File: src/rtl/divfreq_pkg.sv
// Shared constants and helpers for the divfreq clock-divider bank.
package divfreq_pkg;

    // Default half-periods in system clocks (50 MHz: 10 Hz, 5 Hz, 1 kHz).
    localparam int DIV1_DEF = 2_500_000;
    localparam int DIV2_DEF = 5_000_000;
    localparam int DIV3_DEF = 25_000;

    // Counter width for a half-period of x cycles: max(1, clog2(x)).
    function automatic int cnt_width(input int x);
        int w;
        w = $clog2(x);
        return (w < 1) ? 1 : w;
    endfunction

endpackage

File: src/rtl/divfreq_core.sv
// One divider channel: counts DIV system clocks per half-period and toggles a
// registered square wave. Optional single-cycle tick under DIVFREQ_TICK_EN.
module divfreq_core
    import divfreq_pkg::*;
#(
    parameter int DIV = DIV1_DEF
) (
    input  logic CLK,
    input  logic Clear,
    output logic clk_out
`ifdef DIVFREQ_TICK_EN
    ,
    output logic tick
`endif
);

    localparam int CW = cnt_width(DIV);
    localparam logic [CW-1:0] CntMax = CW'(DIV - 1);

    // A zero half-period has no meaning; refuse to elaborate.
    if (DIV < 1) begin : g_div_check
        $fatal(1, "divfreq_core: DIV must be >= 1 (got %0d)", DIV);
    end

    logic [CW-1:0] cnt_q, cnt_d;
    logic          out_q, out_d;
    logic          wrap;
`ifdef DIVFREQ_TICK_EN
    logic          tick_q, tick_d;
`endif

    // Next-state: wrap the counter and flip the output at the end of a half-period.
    always_comb begin
        wrap  = (cnt_q == CntMax);
        cnt_d = wrap ? '0 : cnt_q + CW'(1);
        out_d = wrap ? ~out_q : out_q;
`ifdef DIVFREQ_TICK_EN
        tick_d = wrap;
`endif
    end

    // State registers with synchronous clear.
    always_ff @(posedge CLK) begin
        if (Clear) begin
            cnt_q <= '0;
            out_q <= 1'b0;
`ifdef DIVFREQ_TICK_EN
            tick_q <= 1'b0;
`endif
        end else begin
            cnt_q <= cnt_d;
            out_q <= out_d;
`ifdef DIVFREQ_TICK_EN
            tick_q <= tick_d;
`endif
        end
    end

    assign clk_out = out_q;
`ifdef DIVFREQ_TICK_EN
    assign tick    = tick_q;
`endif

endmodule

File: src/rtl/divfreq_bank.sv
// Bank of three independent clock dividers sharing one clock and clear.
// Define DIVFREQ_TICK_EN to add the tick1..tick3 single-cycle strobes.
module divfreq_bank
    import divfreq_pkg::*;
#(
    parameter int DIV1 = DIV1_DEF,
    parameter int DIV2 = DIV2_DEF,
    parameter int DIV3 = DIV3_DEF
) (
    input  logic CLK,
    input  logic Clear,
    output logic CLK_div,
    output logic CLK_div2,
    output logic CLK_div3
`ifdef DIVFREQ_TICK_EN
    ,
    output logic tick1,
    output logic tick2,
    output logic tick3
`endif
);

    divfreq_core #(.DIV(DIV1)) u_ch1 (
        .CLK     (CLK),
        .Clear   (Clear),
        .clk_out (CLK_div)
`ifdef DIVFREQ_TICK_EN
        ,
        .tick    (tick1)
`endif
    );

    divfreq_core #(.DIV(DIV2)) u_ch2 (
        .CLK     (CLK),
        .Clear   (Clear),
        .clk_out (CLK_div2)
`ifdef DIVFREQ_TICK_EN
        ,
        .tick    (tick2)
`endif
    );

    divfreq_core #(.DIV(DIV3)) u_ch3 (
        .CLK     (CLK),
        .Clear   (Clear),
        .clk_out (CLK_div3)
`ifdef DIVFREQ_TICK_EN
        ,
        .tick    (tick3)
`endif
    );

endmodule

File: config.mk
export PLATFORM = sky130hd
export DESIGN_NAME = divfreq_bank
export DESIGN_NICKNAME = d
export VERILOG_FILES = /design/src/rtl/divfreq_pkg.sv /design/src/rtl/divfreq_core.sv /design/src/rtl/divfreq_bank.sv
export SDC_FILE = /design/constraint.sdc
export NUM_CORES = 1
export LEC_CHECK = 0
export CAP_MARGIN = 10
export CORE_MARGIN = 2
export CORE_UTILIZATION = 42
export DETAILED_ROUTE_END_ITERATION = 12
export MAX_ROUTING_LAYER = met4
export SLEW_MARGIN = 40
export SYNTH_ARGS = -nofsm -noshare
export SYNTH_HDL_FRONTEND = slang
export SYNTH_SLANG_ARGS = --single-unit
File: constraint.sdc
create_clock -name CLK -period 3.1 [get_ports CLK]
set_clock_uncertainty 0.05 [all_clocks]
set_input_delay 0.775 -clock CLK [delete_from_list [all_inputs] [get_ports CLK]]
set_output_delay 0.775 -clock CLK [all_outputs]
set_load 0.1 [all_outputs]
==> results.txt, run 1 <==
- The run finished with clean final reports.
- Detailed placement finished with a half-perimeter wire length of 3610 um.
* Most common cell after layout, fill and taps aside: sky130_fd_sc_hd__dfxtp_1
- Instance count along the most critical hold path: 1
* Number of nets in the final layout: 343
- At the placement stage, the worst setup path has a slack of 0.921 ns.
* Leading area contributor after synthesis: sky130_fd_sc_hd__dfxtp_1
- Among all flip-flop cells after synthesis, the most frequent one is sky130_fd_sc_hd__dfxtp_1.
- In the global route stage, overall resource usage came out at 0.165.
* Seq cells post-synth: 63
- The critical path crosses 5 cells after its start point.
* Setup repair after global routing missed its margin: false
- Effective utilization at floorplan: 0.440
- For this design, the CTS-stage hold fixing added 0 buffers.
- Area Overhead vs Synth: 10.2%
- The cell sitting at the root of the clock tree is a sky130_fd_sc_hd__clkbuf_8.
* Buffers on Ports: 4
* Slowest stage delay, CP: 0.65 ns
- After detailed routing, the number of remaining DRC violations is 0.
* Standby leakage power: 0.949 nW
- Setup Total Neg Slack: 0 ns
- After clock tree synthesis, the clock-pin slew on the worst setup and hold paths is 0.07 ns.
* Final number of hold-violating endpoints: 0
- The critical path is of the reg -> reg type.
- Power per standard cell area: between 400 and 500 nW/um^2
- After synthesis, the mean cell area works out to ~8.7 um^2.
* Fraction of layout instances using a drive strength above 1: 0.0845
* Setup slack after layout: 0.910 ns
- Inserted Diodes: 0
- Initial antenna violation count: 0
- Via density per instance: 5.32
* Most frequent cells in the layout: sky130_fd_sc_hd__dfxtp_1, sky130_fd_sc_hd__nor2_1, sky130_fd_sc_hd__xnor2_1
- CP Data Arrival Time: roughly 2.4 ns
- Worst max-slew margin expressed relative to the limit: 0.654
- The first TritonRoute pass finished after 4 iterations.
- Area share of the largest cell type after synthesis: 0.444
* Global-route wire length before repair: 9520 um
* TritonCTS clock tree: yes
- Die area: 7440 um^2
- Slowest library cell on the worst path: sky130_fd_sc_hd__or4_4
* DR iter-0 viols: 86
- Derived from the worst setup path, the maximum achievable clock frequency is 457 MHz.
* Worst-case reg-to-reg path depth: 5
* Post-Syn Area: ~2800 um^2
- The total count of max-transition violations in the final report was 0.
- Across the run, the number of max-cap violations was 0.
- Period utilisation layout: 0.707
- The total overflow left after global routing is 0.
* CP Capture Type: flip-flop
* TritonCTS buffer count: 9
* Tightest Hold Check Type: reg -> reg
- Finish-stage setup viols: 0
* Maximum resistive drop on vdd: about 0.00029 V
* Number of routed nets with antenna violations: 0
* Buffer and inverter count on the worst path: 0
- Post-CTS Setup Repair Bufs: 0
- Post-synth cell types: 37
- Placed Instances: 404
- Cell type group with the largest total delay on the critical path: simple AND/OR/NAND/NOR gates
* Num ports: 5
- Routed Wire Length: roughly 5200 um
- For this run, the register share of the synthesized area comes to 0.444.
- Final worst path period need: 2.19 ns
* Count of standard-cell rows: 29
- Entering global routing, the biggest net connects 24 pins.
* Area of the core region: 6460 um^2
- Synthesis produced a netlist with a net count of 333.
- Transition time at the pin with the least slew margin: 0.518 ns
- In this run the worst path has a maximum fanout of 11.
* Largest cells by area after synthesis: sky130_fd_sc_hd__dfxtp_1, sky130_fd_sc_hd__xnor2_1, sky130_fd_sc_hd__nor2_1, sky130_fd_sc_hd__a21oi_1, sky130_fd_sc_hd__xor2_1
- TritonCTS sink count: 63
* Minimum hold slack: 0.419 ns
* Total of cells resized after clock tree synthesis: 0
- Routability-driven placement finished with a final weighted congestion of 0.791.
* Required time of the critical path: about 3.3 ns
- Post-synth ARST share: 0
- After the flow finishes, the layout carries non-filler instances totaling between 400 and 500.
- Die Ht: 86.2 um
- Yosys printed 0 warnings.
- STA classifies the critical path startpoint as a flip-flop.
- Walking the worst path, the cells encountered are ha_1 -> nand3_2 -> or4_4 -> or4_1 -> a21oi_1.
- The routed layout has 2235 vias.
- EDFF count, synth: 0
* H-tree levels: 3
- Vias in the first global route: 2143
* Cells after synthesis: 328
- Longest Clk Path Bufs: 2
- Measured along the x axis, the die boundary spans 86.2 um.
- Wire per inst: 12.4 um
* Clock network latency to the later pin of the worst-skew pair: ~0.32 ns
[flip-flops by register name, summed over array words and instances (netlist names)]
register,cells
u_ch2.cnt_q,23
u_ch1.cnt_q,22
u_ch3.cnt_q,15
u_ch1.clk_out,1
u_ch2.clk_out,1
u_ch3.clk_out,1
[stage by stage]
stage	power [mW]	cell area, um^2	util
after global placement	0.885	2940	0.455
after global routing	1.62	3130	0.485
after detailed placement	0.885	2940	0.455
after CTS	1.58	3130	0.485
final	1.55	3130	0.485
after floorplan	0.876	2840	-
[layout make-up]
cell class | count | area [um^2]
multi-input cells | 249 | 1500
inverters | 9 | 33.8
well taps | 77 | 96.3
repair buffers | 6 | 47.5
fillers | 656 | 3330
clock buffers | 13 | 149
clock inverters | 3 | 42.5
flip-flops and latches | 63 | 1260
[synth_stat cells (2+ instances only)]
cell type	count
sky130_fd_sc_hd__nand2_1	24
sky130_fd_sc_hd__or3_1	14
sky130_fd_sc_hd__xor2_1	11
sky130_fd_sc_hd__a21oi_1	20
sky130_fd_sc_hd__nor4b_1	4
sky130_fd_sc_hd__or4_4	2
sky130_fd_sc_hd__nor3_1	7
sky130_fd_sc_hd__dfxtp_1	63
sky130_fd_sc_hd__o21ai_0	15
sky130_fd_sc_hd__o21bai_1	2
sky130_fd_sc_hd__o31ai_1	6
sky130_fd_sc_hd__or2_2	2
sky130_fd_sc_hd__nand3_2	2
sky130_fd_sc_hd__ha_1	3
sky130_fd_sc_hd__nand3_1	15
sky130_fd_sc_hd__nand4_1	13
sky130_fd_sc_hd__or4_1	9
sky130_fd_sc_hd__or4bb_1	2
sky130_fd_sc_hd__or3_2	3
sky130_fd_sc_hd__nor2_1	48
sky130_fd_sc_hd__nor4_1	8
sky130_fd_sc_hd__and3_1	4
sky130_fd_sc_hd__inv_1	9
sky130_fd_sc_hd__and4_1	2
sky130_fd_sc_hd__xnor2_1	25
sky130_fd_sc_hd__buf_6	2
sky130_fd_sc_hd__clkbuf_1	3
[where the power goes]
group          switching (mW)  internal (mW)
registers              0.0107          0.819
clock network           0.291          0.393
logic                  0.0224         0.0137
[path summary, 6_finish.rpt]
check / from / to / slack [ns]
worst max-delay path: u_ch2.cnt_q[0] / u_ch2.cnt_q[22] / 0.91
worst max register to register: u_ch2.cnt_q[0] / u_ch2.cnt_q[22] / 0.91
worst min register to register: u_ch3.cnt_q[0] / u_ch3.cnt_q[0] / 0.42
worst min-delay path: u_ch3.cnt_q[0] / u_ch3.cnt_q[0] / 0.42
[routing by layer]
layer / GRT usage / up-vias / share of wire
met5: - / - / 0
met4: 0.0710 / 0 / 0.0071
met3: 0.0438 / 4 / 0.020
met2: 0.240 / 16 / 0.45
met1: 0.216 / 1024 / 0.52
li1: - / 1191 / -
[cell families after synthesis]
kind of cell	Yosys count	synth area share
and+or+nand+nor	166	0.318
DFF	63	0.444
AOI/OAI and AO/OA	44	0.0859
xor gates and xnor gates	36	0.111
buffers and inverters	16	0.0282
adders and majority gates	3	0.0132
No activity file was read; power rests on OpenSTA's default activity.
==> run 2, diff against run 1 <==
Clock period 3.1 ns to 2.15 ns, I/O delays scaled along.
==> results.txt, run 2 (same netlist as run 1, synthesis figures left out) <==
- DRC: 0 (unchanged)
* Wire per inst: 12.7 um (+2.1%)
- The total routing resource utilization after global routing was 0.162 (-0.00265).
- Final worst path period need: 2.01 ns (-0.179 ns)
- Effective utilization at floorplan: 0.440 (unchanged)
* Placer Congestion: 0.796 (+0.66%)
- TritonCTS clock tree: yes
- Floorplan die width: 86.2 um (unchanged)
* Maximum resistive drop on vdd: 0.000365 V (+27%)
- Period utilisation layout: 0.935 (+0.229)
- The number of antenna violations at the first check in global routing was 0 (unchanged).
* Required time of the critical path: 2.38 ns (-0.93 ns)
- The critical path starts at u_ch2.cnt_q[0].
- Count of fill cells added during filler insertion: 634 (-3.4%)
* Most flops, register: u_ch2.cnt_q
- DR iter-0 viols: 79 (-8.1%)
- The number of cells traversed by the worst hold path came to 1 (unchanged).
* Fraction of layout instances using a drive strength above 1: 0.119 (+0.0344)
* Startpoint of the most critical hold path: u_ch3.cnt_q[0]
* Buffers on Ports: 4 (unchanged)
* Cell at the root of the clock tree: sky130_fd_sc_hd__clkbuf_8
- Vias post-DR: 2313 (+3.5%)
- Tightest Hold Check Type: reg -> reg
- Hpwl dp: 3730 um (+3.2%)
- The maximum clock insertion buffer count came to 2 (unchanged).
- The library cells used most frequently in the layout, excluding fill and tap cells, are sky130_fd_sc_hd__dfxtp_1, sky130_fd_sc_hd__nor2_1, sky130_fd_sc_hd__xnor2_1.
- The depth of the most critical reg-to-reg path came to 5 (unchanged).
* Pre-Repair DR Iteration Count: 4 (unchanged)
* TritonCTS sink count: 63 (unchanged)
- Met1 global-route usage: 0.202 (-0.0142)
- Die area: 7440 um^2 (unchanged)
* Inserted Diodes: 0 (unchanged)
- Regs by FF count: u_ch2.cnt_q (23), u_ch1.cnt_q (22), u_ch3.cnt_q (15)
* Remaining global-route overflow: 0 (unchanged)
- The flip-flop count of the largest register, all copies and words added came to 23 (unchanged).
- Standby leakage power: 1.01 nW (+6.1%)
- The placement row count came to 29 (unchanged).
- Via density per instance: 5.38 (+1.1%)
- Area of the core region: 6460 um^2 (unchanged)
- The worst register-to-register path begins at u_ch2.cnt_q[0].
- The number of hold-slack violations in the final timing report is 0 (unchanged).
- The later-pin clock latency in the skew report is 0.35 ns (+0.03 ns).
- Transition time at the pin with the least slew margin: 0.342 ns (-0.177 ns)
* CP Data Arrival Time: 2.24 ns (-0.16 ns)
* Area Overhead vs Synth: 13.9%
* Top fanout value on the critical path: 11 (unchanged)
* CP Capture Type: flip-flop
- The library cell used most frequently in the layout, excluding fill and tap cells, is sky130_fd_sc_hd__dfxtp_1.
- Setup Total Neg Slack: 0 ns (unchanged)
- Busiest layer in global routing: met2
* Power per standard cell area: 709 nW/um^2 (+43%)
- Cts-stage hold buffer count: 0 (unchanged)
* Number of nets in the final layout: 353 (+2.9%)
* Met3 track demand over resource in global routing: 0.0352 (-0.00857)
* Result of the run: finished, final reports clean
* Startpoint Class: flip-flop
- Global-route wire length before repair: 9370 um (-1.6%)
* Total of cells resized after clock tree synthesis: 0 (unchanged)
- Final Max Slew Viols: 0 (unchanged)
* Achievable clock frequency: 497 MHz (+8.9%)
- The H-tree depth reported by CTS came to 3 (unchanged).
- Reg-to-reg slack, setup: 0.14 ns (-0.77 ns)
- The final setup violation count is 0 (unchanged).
- The via count of the first global-routing pass came to 2134 (-0.42%).
* Post-CTS Setup Repair Bufs: 0 (unchanged)
- For hold timing, the worst endpoint is u_ch3.cnt_q[0].
* Num ports: 5 (unchanged)
- The utilization after layout was 0.501 (+0.0163).
- Number of routed nets with antenna violations: 0 (unchanged)
* Routed Wire Length: 5450 um (+4.5%)
- In this run the critical register-to-register path is captured at u_ch2.cnt_q[22].
- The die span in y was 86.2 um (unchanged).
* TritonCTS buffer count: 9 (unchanged)
- The worst relative slew slack came to 0.769 (+0.115).
- The total power draw was 2.29 mW (+48%).
* Met2 demand-to-capacity share in global routing: 0.244 (+0.00352)
- Setup repair after global routing missed its margin: false
- Maximum number of pins on one net before global-route repair: 24 (unchanged)
* Worst Path Class, Setup: reg -> reg
* Setup slack after layout: 0.139 ns (-0.771 ns)
- Reported max-cap violation count: 0 (unchanged)
- Post-Place Setup Slack: 0.162 ns (-0.758 ns)
- The clock edge transition at the registers on the reported setup and hold paths came to 0.08 ns (about the same).
## run 2: cell types whose count changed in the layout (fill, tap and decap cells not counted), sizes merged
| cell | previous run | this run |
|---|---|---|
| buf | 5 | 15 |
| clkbuf | 13 | 9 |
| clkinv | 1 | 3 |
| clkinvlp | 1 | 2 |
| inv | 9 | 10 |
## run 2: power breakdown
group | switching (mW) | internal (mW) | total (mW) | leakage, nW
sequential | 0.0121 | 1.18 | 1.19 | 0.509
clock | 0.494 | 0.536 | 1.03 | 0.0956
combinational | 0.0381 | 0.0310 | 0.0691 | 0.402
## run 2: worst max path at each step
| stage | endpoint | cells past startpoint |
|---|---|---|
| after floorplan | u_ch2.cnt_q[20] | 6 |
| final | u_ch2.cnt_q[22] | 5 |
| after CTS | u_ch2.cnt_q[22] | 5 |
| after global placement | u_ch2.cnt_q[22] | 5 |
| after detailed placement | u_ch2.cnt_q[22] | 5 |
| after global routing | u_ch1.cnt_q[20] | 5 |
## run 2: area by class of cell
cell class,instances,area [um^2],area share
multi-input combinational,249,1500,0.463
sequential,63,1260,0.390
timing repair buffer,16,148,0.0456
clock buffer,9,124,0.0383
tap,77,96.3,0.0298
clock inverter,7,72.6,0.0224
inverter,9,33.8,0.0104
## run 2: critical path, cell delays in order, from the launching register on
cell and delay (ns):
sky130_fd_sc_hd__dfxtp_1 0.34, sky130_fd_sc_hd__ha_1 0.19, sky130_fd_sc_hd__nand3_2 0.08, sky130_fd_sc_hd__or4_4 0.62, sky130_fd_sc_hd__or4_1 0.52, sky130_fd_sc_hd__a21oi_1 0.14
## run 2: per-stage QoR
stage	cells	hold WS [ns]	instance area, um^2
2_1_floorplan	328	0.376	2840
3_3_place_gp	414	0.391	3040
3_5_place_dp	414	0.402	3040
4_1_cts	430	0.419	3230
5_1_grt	430	0.447	3230
6_report	430	0.414	3230
## run 2: metal layers
metal	routed length, um	vias up
met4	138	0
li1	-	1209
met3	129	12
met2	2390	25
met5	0	-
met1	2790	1067
